**src/rtl/icache_refill_ctrl.sv**
```systemverilog
// Instruction-cache miss sequencer: stalls fetch on a miss, pulls the line over
// a req/ack handshake, writes it into the cache and replays any redirect held meanwhile.
module icache_refill_ctrl #(
  parameter int ADDR_W  = 16,
  parameter int LINE_W  = 64,
  parameter int TIMEOUT = 255,
  parameter int CNT_W   = 16
) (
  input  logic              clk,
  input  logic              rst,
  input  logic [ADDR_W-1:0] fetch_addr,
  input  logic              cache_hit,
  input  logic              redirect,
  input  logic [ADDR_W-1:0] redirect_target,
  output logic              mem_req,
  output logic [ADDR_W-1:0] mem_addr,
  input  logic              mem_ack,
  input  logic [LINE_W-1:0] mem_data,
  output logic              fill_we,
  output logic [ADDR_W-1:0] fill_addr,
  output logic [LINE_W-1:0] fill_data,
  output logic              stall,
  output logic              pc_load,
  output logic [ADDR_W-1:0] pc_load_addr,
  output logic [CNT_W-1:0]  miss_count,
  output logic              timeout_err
);

  typedef enum logic [2:0] {S_IDLE, S_REQ, S_FILL, S_RESUME, S_ERR} state_t;

  localparam logic [7:0]        TIMER_LAST = 8'(TIMEOUT - 1);
  localparam logic [ADDR_W-1:0] LINE_MASK  = {{(ADDR_W-2){1'b1}}, 2'b00};
  localparam logic [CNT_W-1:0]  CNT_ONE    = {{(CNT_W-1){1'b0}}, 1'b1};

  state_t            state_q, state_d;
  logic [7:0]        timer_q, timer_d;
  logic              pend_q, pend_d;
  logic [ADDR_W-1:0] pend_target_q, pend_target_d;
  logic [ADDR_W-1:0] miss_addr_q, miss_addr_d;
  logic [LINE_W-1:0] line_buf_q, line_buf_d;
  logic [CNT_W-1:0]  miss_count_q, miss_count_d;
  logic              timeout_err_q, timeout_err_d;
  logic              mem_req_q, mem_req_d;
  logic              fill_we_q, fill_we_d;

  always_comb begin
    state_d       = state_q;
    timer_d       = timer_q;
    pend_d        = pend_q;
    pend_target_d = pend_target_q;
    miss_addr_d   = miss_addr_q;
    line_buf_d    = line_buf_q;
    miss_count_d  = miss_count_q;
    timeout_err_d = timeout_err_q;
    mem_req_d     = mem_req_q;
    fill_we_d     = 1'b0;

    case (state_q)
      S_IDLE: begin
        if (!cache_hit) begin
          state_d     = S_REQ;
          timer_d     = 8'd0;
          mem_req_d   = 1'b1;
          miss_addr_d = fetch_addr & LINE_MASK;
          if (miss_count_q != '1) miss_count_d = miss_count_q + CNT_ONE;
        end
      end
      S_REQ: begin
        timer_d = timer_q + 8'd1;
        // An ack on the last permitted cycle still completes the refill.
        if (mem_ack) begin
          line_buf_d = mem_data;
          state_d    = S_FILL;
          mem_req_d  = 1'b0;
          fill_we_d  = 1'b1;
        end else if (timer_q == TIMER_LAST) begin
          state_d       = S_ERR;
          mem_req_d     = 1'b0;
          timeout_err_d = 1'b1;
        end
      end
      S_FILL:   state_d = S_RESUME;
      S_RESUME: begin
        pend_d  = 1'b0;
        state_d = S_IDLE;
      end
      S_ERR:    state_d = S_ERR;
      default:  state_d = S_IDLE;
    endcase

    // In IDLE the PC mux takes the redirect itself; only hold it while stalled.
    if (redirect && (state_q == S_REQ || state_q == S_FILL || state_q == S_ERR)) begin
      pend_d        = 1'b1;
      pend_target_d = redirect_target;
    end
  end

  always_ff @(posedge clk) begin
    if (rst) begin
      state_q       <= S_IDLE;
      timer_q       <= '0;
      pend_q        <= 1'b0;
      pend_target_q <= '0;
      miss_addr_q   <= '0;
      line_buf_q    <= '0;
      miss_count_q  <= '0;
      timeout_err_q <= 1'b0;
      mem_req_q     <= 1'b0;
      fill_we_q     <= 1'b0;
    end else begin
      state_q       <= state_d;
      timer_q       <= timer_d;
      pend_q        <= pend_d;
      pend_target_q <= pend_target_d;
      miss_addr_q   <= miss_addr_d;
      line_buf_q    <= line_buf_d;
      miss_count_q  <= miss_count_d;
      timeout_err_q <= timeout_err_d;
      mem_req_q     <= mem_req_d;
      fill_we_q     <= fill_we_d;
    end
  end

  // The replay uses this cycle's redirect so the newest branch target wins.
  assign stall        = (state_q != S_IDLE) || !cache_hit;
  assign pc_load      = (state_q == S_RESUME) && (pend_q || redirect);
  assign pc_load_addr = (state_q == S_RESUME) ? (redirect ? redirect_target : pend_target_q) : '0;
  assign mem_req      = mem_req_q;
  assign mem_addr     = miss_addr_q;
  assign fill_we      = fill_we_q;
  assign fill_addr    = miss_addr_q;
  assign fill_data    = line_buf_q;
  assign miss_count   = miss_count_q;
  assign timeout_err  = timeout_err_q;

endmodule

```
**config.mk**
```make
export PLATFORM = sky130hd
export DESIGN_NAME = icache_refill_ctrl
export DESIGN_NICKNAME = d
export VERILOG_FILES = /design/src/rtl/icache_refill_ctrl.sv
export SDC_FILE = /design/constraint.sdc
export NUM_CORES = 1
export LEC_CHECK = 0
export CAP_MARGIN = 40
export CORE_MARGIN = 3
export CORE_UTILIZATION = 42
export CTS_BUF_LIST = sky130_fd_sc_hd__clkbuf_8 sky130_fd_sc_hd__clkbuf_16
export CTS_CLUSTER_SIZE = 20
export DETAILED_ROUTE_END_ITERATION = 16
export GPL_ROUTABILITY_DRIVEN = 1
export PLACE_DENSITY = 0.82
export SYNTH_ARGS = -nofsm -noshare
export SYNTH_HDL_FRONTEND = slang
export SYNTH_SLANG_ARGS = --single-unit
```
**constraint.sdc**
```tcl
create_clock -name clk -period 2.6 [get_ports clk]
set_clock_uncertainty 0.1 [all_clocks]
set_input_delay 0.39 -clock clk [delete_from_list [all_inputs] [get_ports clk]]
set_output_delay 0.39 -clock clk [all_outputs]
set_load 0.01 [all_outputs]
```
==> results by group <==
Clocking
  • Latest clock arrival within the worst-skew pair: 420 ps
  • Sink Count: 125
  • Reg clk slew, reported paths: 50 ps
  • CTS tree: built
  • CTS H-Tree Depth: 4
  • CTS Buffer Depth: 2
  • Post-cts sizing count: 0
  • Num CTS Buffers: 17
  • Post-CTS Setup Bufs: 0
  • Root Buffer: clkbuf_16
  • Hold-fix buffer count after cts: 0

Worst setup path
  • Kind of end point of the critical path: primary output
  • Crit Path Max Fanout: 18
  • CP most frequent cell: buf_4
  • Worst Path Required: 2110 ps
  • CP Cell Sequence: buf_4 -> nand3b_1 -> buf_4 -> nor2_1 -> clkdlybuf4s50_1
  • Arr. time, crit path: 1980 ps
  • Slowest cell on the critical path: clkdlybuf4s50_1
  • Startpoint Class: register
  • CP Buf/Inv Count: 3
  • Worst path max stage delay: 560 ps
  • Delay-heaviest family, CP: buffers and inverters
  • Crit Path Category: reg2out

Placed design
  • Hpwl dp: 10.9 mm
  • Final GP Congestion: 0.843
  • Port Buffers: 227

Synthesis
  • Register area share after synthesis: 48.7%
  • Synth warnings: 0
  • Syn_area_per_cell: 8.06 sq um
  • Synth area leaders: dfxtp_1 (49%), nand2_1 (12%), a21oi_1 (10%)
  • Cells after synthesis: 637
  • Unique masters post-synth: 39
  • Leading area contributor after synthesis: dfxtp_1
  • Synth top area share: 48.7%
  • Mapped Area: 0.00514 sq mm
  • Seq cells post-synth: 125

Route
  • DRT Pass-1 Iters: 4
  • Met3 WL: 1.16 mm
  • DR vias: 5,161
  • Highest metal used: met4
  • Routed Wire Length: 15.1 mm
  • DRT antenna net count: 0
  • Routed len/inst: 15.1 um
  • Vias per cell: 5.17
  • Initial DRC count: 334
  • Met1 wire length: 5.81 mm
  • Met2 routed WL: 7.76 mm
  • Drt drc: 0

Floorplan
  • Die width: 117 um
  • IO Count: 234
  • Core area: 0.0117 sq mm
  • Die Area: 0.0136 sq mm
  • Row count: 39
  • Starting Density: 44.0%
  • Die Y: 117 um

Finish
  • Area grow syn2layout: 58.2%
  • ANT cells: 0
  • Most frequent cells in the layout: clkdlybuf4s50_1 (226), nand2_1 (169), dfxtp_1 (125)
  • Post-layout net count: 948
  • Final core occ: 69.7%
  • Fraction of layout instances using a drive strength above 1: 7.02%
  • Commonest non-fill, non-tap cell in the layout: clkdlybuf4s50_1

Power and ir drop
  • LEAKAGE: 3.00 nW
  • PwrDens: 665 mW/mm^2
  • Max IR drop VDD: 0.000433 V

Timing
  • Max-slew violations: 0
  • Tmin final: 2470 ps
  • Final setup viols: 0
  • Final setup TNS: 0 ps
  • RSZ-0062 raised after global routing: no
  • Highest clock rate: 405 MHz
  • Max_slew headroom: 61.9%
  • Worst-Margin Slew: 572 ps
  • Final hold violation count: 0
  • Part of the cycle the worst path needs: 95.0%

GRT
  • Antenna violations before repair: 0
  • Total grt overflow: 0
  • Vias in the first global route: 5,152
  • Largest net degree at the start of global routing: 66
  • First-pass GRT wire length: 24.0 mm
  • Total global-route track usage: 22.1%

Status
  • Status: complete, no violations

Worst hold path
  • Hold WC Path Type: in2reg

Job
  • Number of max-cap violations: 0
metal layers:
metal	vias up	global-route usage, %
met3	28	6.89
met4	0	10.2
li1	2563	-
met2	199	39.3
met5	-	0
met1	2371	24.0
cells in the mapped netlist (all sizes together):
master	n
a211oi	2
a21oi	103
a221o	1
a22oi	1
a41oi	1
and2	2
and3	2
and4	4
buf	27
clkbuf	35
conb	1
dfxtp	125
ha	3
inv	5
mux2	3
mux2i	32
nand2	170
nand3	7
nand3b	3
nand4	10
nand4b	1
nor2	49
nor3	6
nor3b	2
nor4	2
o211ai	1
o21a	1
o21ai	6
o31ai	11
o41ai	1
or2	1
or3	4
or3b	1
or4	12
or4b	1
xor2	1
cell families (layout without fill, tap and decap cells):
group	count (synthesis)	after routing	share of synthesized area (%)
multiplexers	35	35	6.89
AND/OR/NAND/NOR	277	277	23.7
XOR/XNOR	1	1	0.171
flip-flops	125	125	48.7
other	1	4	0.0730
AO/OA/AOI/OAI	128	128	13.5
adder cells (fa/ha/maj)	3	3	0.731
buffers and inverters	67	282	6.24
state kept, by name, summed over array words and instances, names as in the netlist:
name,cells
miss_count,16
fill_data,64
pend_target_q,16
fill_addr,14
fill_we,1
timeout_err,1
pend_q,1
state_q,3
mem_req,1
timer_q,8
where the power goes:
part	internal, W	leakage, nW	switching [W]
combinational	0.000474	1.67	0.000408
sequential	0.00203	1.02	0.0000657
clock	0.00162	0.312	0.000804
total	0.00413	3.00	0.00128
final timing paths:
path / start / to / slack [ps] / depth (start not counted)
worst max-delay path: state_q[2] / pc_load_addr[3] / 130 / 5
worst min-delay path: rst / pend_target_q[4] / 350 / 2
worst max register to register: state_q[2] / miss_count[9] / 420 / 5
worst min register to register: fill_data[56] / fill_data[56] / 350 / 2
stage by stage:
step           hold WS, ps  setup slack (ps)  power (W)  std cells  area, sq um
2_1_floorplan          337               498    0.00255        640         5150
3_3_place_gp           340              50.6    0.00299        968         7520
3_5_place_dp           347              24.2    0.00302        968         7520
4_1_cts                345               115    0.00546        998         8130
5_1_grt                370              29.1    0.00563        998         8130
6_report               349               129    0.00541        998         8130
layout make-up:
class                           count  area [sq um]
Tap cell                          143           179
Clock buffer                       19           453
Clock inverter                     11           151
Timing Repair Buffer              247          2480
Multi-Input combinational cell    448          2340
Fill cell                         867          3530
Sequential cell                   125          2500
Inverter                            5          18.8
Note: power is estimated with default switching activity, not from simulation.
